==> src/rtl/msdft_corr_sequencer.sv <==
// Run-time sequencer ahead of the dual-MSDFT correlator: zero-flushes both delay lines,
// drains the datapath, gates accumulator valid and applies config only at frame boundaries.
module msdft_corr_sequencer #(
    parameter int unsigned DIN_WIDTH     = 14,
    parameter int unsigned DFT_LEN       = 1024,
    parameter int unsigned SETTLE_CYCLES = 12,
    parameter int unsigned ACC_LEN_RST   = 1024,
    parameter int unsigned DELAY_RST     = 0
) (
    input  logic                        clk,
    input  logic                        rst,
    input  logic [31:0]                 cfg_delay_line,
    input  logic [31:0]                 cfg_acc_len,
    input  logic                        cfg_update,
    output logic                        cfg_busy,
    input  logic signed [DIN_WIDTH-1:0] din1_re,
    input  logic signed [DIN_WIDTH-1:0] din1_im,
    input  logic signed [DIN_WIDTH-1:0] din2_re,
    input  logic signed [DIN_WIDTH-1:0] din2_im,
    input  logic                        din_valid,
    output logic signed [DIN_WIDTH-1:0] dout1_re,
    output logic signed [DIN_WIDTH-1:0] dout1_im,
    output logic signed [DIN_WIDTH-1:0] dout2_re,
    output logic signed [DIN_WIDTH-1:0] dout2_im,
    output logic                        dout_valid,
    output logic [31:0]                 delay_line,
    output logic [31:0]                 acc_len,
    input  logic                        pipe_valid,
    output logic                        acc_valid,
    output logic                        acc_done,
    output logic                        acc_dump_valid,
    output logic [1:0]                  state,
    output logic [15:0]                 dropped_count
);

    localparam int unsigned CFG_W   = 32;
    localparam int unsigned DROP_W  = 16;
    localparam int unsigned CNT_MAX = (DFT_LEN > SETTLE_CYCLES) ? DFT_LEN : SETTLE_CYCLES;
    localparam int unsigned CNT_W   = $clog2(CNT_MAX + 1);

    localparam logic [CNT_W-1:0]  FLUSH_LAST  = CNT_W'(DFT_LEN - 1);
    localparam logic [CNT_W-1:0]  SETTLE_LAST = CNT_W'(SETTLE_CYCLES - 1);
    localparam logic [DROP_W-1:0] DROP_MAX    = '1;

    typedef enum logic [1:0] {
        ST_FLUSH  = 2'd0,
        ST_SETTLE = 2'd1,
        ST_RUN    = 2'd2
    } state_t;

    state_t             state_q, state_next;
    logic [CNT_W-1:0]   cnt_q, cnt_next;
    logic [CFG_W-1:0]   frame_cnt;
    logic [CFG_W-1:0]   pend_delay, pend_len;
    logic [CFG_W-1:0]   new_delay, new_len;
    logic               run_entry, frame_end, apply_cfg;

    function automatic logic [CFG_W-1:0] clamp_len(input logic [CFG_W-1:0] len);
        return (len == '0) ? CFG_W'(1) : len;
    endfunction

    assign acc_valid = pipe_valid & (state_q == ST_RUN);
    assign state     = state_q;

    // Next-state logic; a cfg_update coinciding with an apply point is taken directly.
    // Outside RUN, cfg_busy doubles as the restart flag.
    always_comb begin
        state_next = state_q;
        cnt_next   = cnt_q;
        run_entry  = 1'b0;
        frame_end  = 1'b0;
        apply_cfg  = 1'b0;
        new_delay  = cfg_update ? cfg_delay_line : pend_delay;
        new_len    = cfg_update ? clamp_len(cfg_acc_len) : pend_len;
        case (state_q)
            ST_FLUSH: begin
                if (cnt_q == FLUSH_LAST) begin
                    state_next = ST_SETTLE;
                    cnt_next   = '0;
                end else begin
                    cnt_next = cnt_q + CNT_W'(1);
                end
            end
            ST_SETTLE: begin
                if (cnt_q == SETTLE_LAST) begin
                    cnt_next = '0;
                    if (cfg_busy || cfg_update) begin
                        state_next = ST_FLUSH;
                        apply_cfg  = 1'b1;
                    end else begin
                        state_next = ST_RUN;
                        run_entry  = 1'b1;
                    end
                end else begin
                    cnt_next = cnt_q + CNT_W'(1);
                end
            end
            ST_RUN: begin
                if (acc_valid && (frame_cnt == acc_len)) begin
                    frame_end = 1'b1;
                    if (cfg_busy || cfg_update) begin
                        apply_cfg  = 1'b1;
                        state_next = ST_FLUSH;
                        cnt_next   = '0;
                    end
                end
            end
            default: begin
                state_next = ST_FLUSH;
                cnt_next   = '0;
            end
        endcase
    end

    always_ff @(posedge clk) begin
        if (rst) begin
            state_q <= ST_FLUSH;
            cnt_q   <= '0;
        end else begin
            state_q <= state_next;
            cnt_q   <= cnt_next;
        end
    end

    always_ff @(posedge clk) begin
        if (rst) begin
            delay_line     <= CFG_W'(DELAY_RST);
            acc_len        <= CFG_W'(ACC_LEN_RST);
            pend_delay     <= '0;
            pend_len       <= '0;
            cfg_busy       <= 1'b0;
            dout1_re       <= '0;
            dout1_im       <= '0;
            dout2_re       <= '0;
            dout2_im       <= '0;
            dout_valid     <= 1'b0;
            dropped_count  <= '0;
            acc_done       <= 1'b0;
            acc_dump_valid <= 1'b0;
            frame_cnt      <= CFG_W'(1);
        end else begin
            if (apply_cfg) begin
                delay_line <= new_delay;
                acc_len    <= new_len;
                cfg_busy   <= 1'b0;
            end else if (cfg_update) begin
                pend_delay <= cfg_delay_line;
                pend_len   <= clamp_len(cfg_acc_len);
                cfg_busy   <= 1'b1;
            end

            // Zeros to the cores during flush, registered pass-through in RUN.
            dout_valid <= (state_q == ST_FLUSH) || ((state_q == ST_RUN) && din_valid);
            dout1_re   <= (state_q == ST_RUN) ? din1_re : '0;
            dout1_im   <= (state_q == ST_RUN) ? din1_im : '0;
            dout2_re   <= (state_q == ST_RUN) ? din2_re : '0;
            dout2_im   <= (state_q == ST_RUN) ? din2_im : '0;

            if ((state_q != ST_RUN) && din_valid && (dropped_count != DROP_MAX))
                dropped_count <= dropped_count + DROP_W'(1);

            acc_done       <= run_entry | frame_end;
            acc_dump_valid <= frame_end;
            if (run_entry)
                frame_cnt <= CFG_W'(1);
            else if (acc_valid)
                frame_cnt <= frame_end ? CFG_W'(1) : frame_cnt + CFG_W'(1);
        end
    end

endmodule
==> config.mk <==
export PLATFORM = sky130hd
export DESIGN_NAME = msdft_corr_sequencer
export DESIGN_NICKNAME = d
export VERILOG_FILES = /design/src/rtl/msdft_corr_sequencer.sv
export SDC_FILE = /design/constraint.sdc
export NUM_CORES = 1
export LEC_CHECK = 0
export CORE_MARGIN = 2
export CORE_UTILIZATION = 50
export DETAILED_ROUTE_END_ITERATION = 10
export DONT_BUFFER_PORTS = 1
export GPL_TIMING_DRIVEN = 0
export RECOVER_POWER = 50
export SLEW_MARGIN = 20
export SYNTH_ARGS = -nofsm -noshare
export SYNTH_HDL_FRONTEND = slang
export SYNTH_SLANG_ARGS = --single-unit
export TNS_END_PERCENT = 1
==> constraint.sdc <==
create_clock -name clk -period 4.92 [get_ports clk]
set_input_delay 0.492 -clock clk [delete_from_list [all_inputs] [get_ports clk]]
set_output_delay 0.492 -clock clk [all_outputs]
set_load 0.005 [all_outputs]
==> flow_summary_export.csv <==
group,metric,value,unit
floorplan,dieArea,0.02210,mm^2
global_routing,global_route.usage.met3,6.994,%
logic_synthesis,synthTopCellsByArea,"dfxtp_1 48%, mux2i_1 12%, mux2_2 6.8%",
clocking,max-clock-path-buffers,3,
logic_synthesis,synthDominantAreaCellType,"dfxtp_1",
drt,antenna_left,0,
sta,finalClockSkew,0.006839,ns
place,hpwl,19940,um
worst_setup_path,worst_setup_path_start_kind,"flip-flop",
sta,timing.fmax,330.6,MHz
logic_synthesis,synth_seq_area_share,47.64,%
floorplan,floorplan.core_area,0.02036,mm^2
finish,fillerInstances,1828,
global_routing,antenna_found_initial,0,
worst_setup_path,worst_r2r_startpoint,"state[0]",
sta,setup_violations,0,
place,io_buffers,0,
min_path,type_of_the_most_critical_hold_path,"in2reg",
drt,vias_per_cell,5.369,
power,total_power,4.299,mW
drt,via_count,7559,
clocking,post_cts.repair.setup_buffers,0,
floorplan,num_io_pins,268,
place,place.detailed.instances,1361,
clocking,clock_tree.root_cell,"clkbuf_16",
floorplan,die-width,148.7,um
logic_synthesis,synth_cells,1091,
run_status,status,"completed",
logic_synthesis,synth-edff-count,0,
clocking,tritoncts,"done",
sta,final_min_period_over_clock_period,61.49,%
clocking,postCtsHoldBufs,0,
worst_setup_path,critical-path-max-stage-delay,0.48,ns
clocking,cts.htree.levels,1,
logic_synthesis,synth.avg_cell_area,9.590,um^2
global_routing,grt_pass1_wl,41020,um
global_routing,gr-max-usage-layer,"met2",
power,power_density,368.4,mW/mm^2
sta,setup_total_neg_slack,0,ns
power,power_leakage,5.148,nW
worst_setup_path,worstPathArrival,3.41,ns
worst_setup_path,worst_reg2reg_setup_slack,1.89,ns
flow_run,max-cap-violations,0,
sta,report.final.slew_viol_count,0,
finish,layout-drive-gt1-share,11.25,%
clocking,numClockSinks,249,
sta,final_hold_viol_count,0,
logic_synthesis,yosysWarningCount,0,
finish,area.growth.synth_to_final,11.52,%
floorplan,num_rows,52,
worst_setup_path,timing.critical_path.fanout_max,10,
place,dpl-instance-area,0.01080,mm^2
sta,fin_hold_ws,0.1054,ns
global_routing,grt_pass1_vias,7193,
global_routing,grt_remaining_overflow,0,
drt,initialDrtViolationCount,342,
worst_setup_path,path_class,"reg2reg",
global_routing,grt_max_degree,14,
global_routing,global_route.usage.met1,31.24,%
floorplan,vertical_die_dimension,148.7,um
drt,drt_drc_violations_left,0,
logic_synthesis,synthFlopType,"dfxtp_1",
worst_setup_path,cell_chain_of_the_critical_path,"inv_1 -> ha_1 -> clkbuf_1 -> nand2_1 -> nor2_1 -> a41oi_1 -> buf_2 -> buf_4 -> mux2i_1 -> nand2_1",
finish,post_route_non_filler_standard_cell_count,1408,
sta,final.min_clock_period,3.025,ns
clocking,cts-resized-gates,0,
place,place_congestion,0.8395,
worst_setup_path,worstSetupStartpoint,"state[0]",
sta,worst_slew_pin_slew,0.8824,ns
sta,setup_repair_after_global_routing_missed_its_margin,"false",
worst_setup_path,timing.critical_path.mode_cell,"nand2_1",
finish,num_antenna_cells,0,
drt,drt_pre_antenna_iters,5,
worst_setup_path,slowest_cp_cell,"clkbuf_1",
clocking,worstSkewPairLatency,0.52,ns
power,vdd.ir_drop.worst,267.8,uV
global_routing,grt_util_all_layers,23.39,%
drt,wire_per_inst,18.98,um
min_path,hp-start,"cfg_acc_len[21]",
floorplan,floorplan.initialDensity,51.38,%
finish,design_area,0.01167,mm^2
global_routing,met2_usage,36.94,%
drt,totalWireLength,26720,um
clocking,numCtsBuffers,27,
logic_synthesis,ys_types,48,
sta,timing.slew.headroom,40.24,%
finish,nNetsFinal,1251,
logic_synthesis,postSynthNetCount,1222,
worst_setup_path,required,5.30,ns
logic_synthesis,async_flop_share,0,%
worst_setup_path,endpoint_kind,"flip-flop",
logic_synthesis,ys_seq_elements,249,
logic_synthesis,synth_top_area_share,47.64,%
clocking,clk_pin_slew,0.06,ns
logic_synthesis,syn-cell-area,0.01046,mm^2
## state kept, by name, indices dropped and copies added (netlist names), 2 cells and up
| name | count |
|---|---|
| acc_len | 32 |
| cnt_q | 11 |
| dout2_im | 14 |
| delay_line | 32 |
| frame_cnt | 32 |
| pend_len | 32 |
| dout1_re | 14 |
| pend_delay | 32 |
| state | 2 |
| dout2_re | 14 |
| dout1_im | 14 |
| dropped_count | 16 |
## metal layers
metal  vias up  part of all wire [%]
met5         -                     0
met4         0                   2.3
met3        39                   9.4
met2       229                    44
met1      3491                    44
li1       3800                     -
## critical path: cells and delay by family, from the launching register on
family,cells,cell delay (ns)
AOI/OAI and AO/OA,1,0.38
adders and majority gates,1,0.14
buffers and inverters,4,1.15
DFF,1,0.35
muxes,1,0.16
and+or+nand+nor,3,0.68
## layout by cell type, fill, tap and decap left out, types with 2 or more instances in the layout
cell type | netlist | routed
a32o_1 | 5 | 5
nand4_1 | 20 | 20
nor3b_1 | 6 | 6
nand3_1 | 34 | 34
a21oi_1 | 11 | 11
buf_4 | 3 | 3
clkinv_2 | 0 | 6
inv_1 | 12 | 12
and3_1 | 69 | 69
nor4_1 | 10 | 10
nand2_1 | 150 | 150
buf_2 | 14 | 13
nor2_1 | 127 | 127
clkbuf_1 | 49 | 56
o21a_1 | 2 | 2
o21ai_0 | 7 | 7
ha_1 | 6 | 6
dfxtp_1 | 249 | 249
and4_1 | 5 | 5
o211ai_1 | 2 | 2
mux2_2 | 63 | 63
xor2_1 | 31 | 31
or3_1 | 4 | 4
nor3_2 | 2 | 2
bufinv_16 | 0 | 2
nor3_1 | 8 | 8
mux2i_1 | 128 | 128
clkbuf_8 | 0 | 5
clkbuf_16 | 0 | 27
a41oi_1 | 2 | 2
xnor2_1 | 45 | 45
o21ai_1 | 4 | 4
or2_2 | 3 | 3
nor4_4 | 2 | 2
## synth_stat cells, drive strengths merged (10+ instances only)
cell type,count
dfxtp,249
mux2i,128
clkbuf,49
nor4,12
xnor2,45
nor2,127
and3,69
inv,12
a21oi,11
nand2,150
nand3,34
xor2,31
buf,18
nand4,20
mux2,63
o21ai,11
nor3,10
## cell families (layout without fill, tap and decap cells)
family / after synthesis / after routing / share of synthesized area [%]
fa+ha+maj: 6 / 6 / 0.7175
buf+inv: 79 / 126 / 3.109
flops: 249 / 249 / 47.64
compound gates: 46 / 46 / 3.098
mux: 191 / 191 / 19.03
simple gates: 444 / 444 / 20.04
xor+xnor: 76 / 76 / 6.362
## area by class of cell
class                      instances  area, um^2  share of cell area, %
inverter                          12       45.04                 0.3861
buffer                            67       279.0                  2.391
tap                              270       337.8                  2.895
clock buffer                      38       767.0                  6.574
clock inverter                     9       101.3                 0.8686
sequential                       249        4985                  42.72
multi-input combinational        763        5152                  44.16
## worst paths after layout
path / cells past startpoint / endpoint
max: 10 / acc_len[10]
min: 2 / pend_len[21]
max reg2reg: 10 / acc_len[10]
min reg2reg: 2 / pend_delay[24]
## per-stage QoR
step	setup slack [ns]	utilization, %
after global routing	1.713	57.29
after detailed placement	2.127	53.04
after floorplan	2.840	-
after CTS	2.094	57.30
after global placement	2.126	53.04
final	1.895	57.29
## power by group
part	internal, mW	switching [mW]
Clock	1.19	0.800
Combinational	0.0995	0.130
Sequential	2.06	0.0247
Note: power is estimated with default switching activity, not from simulation.
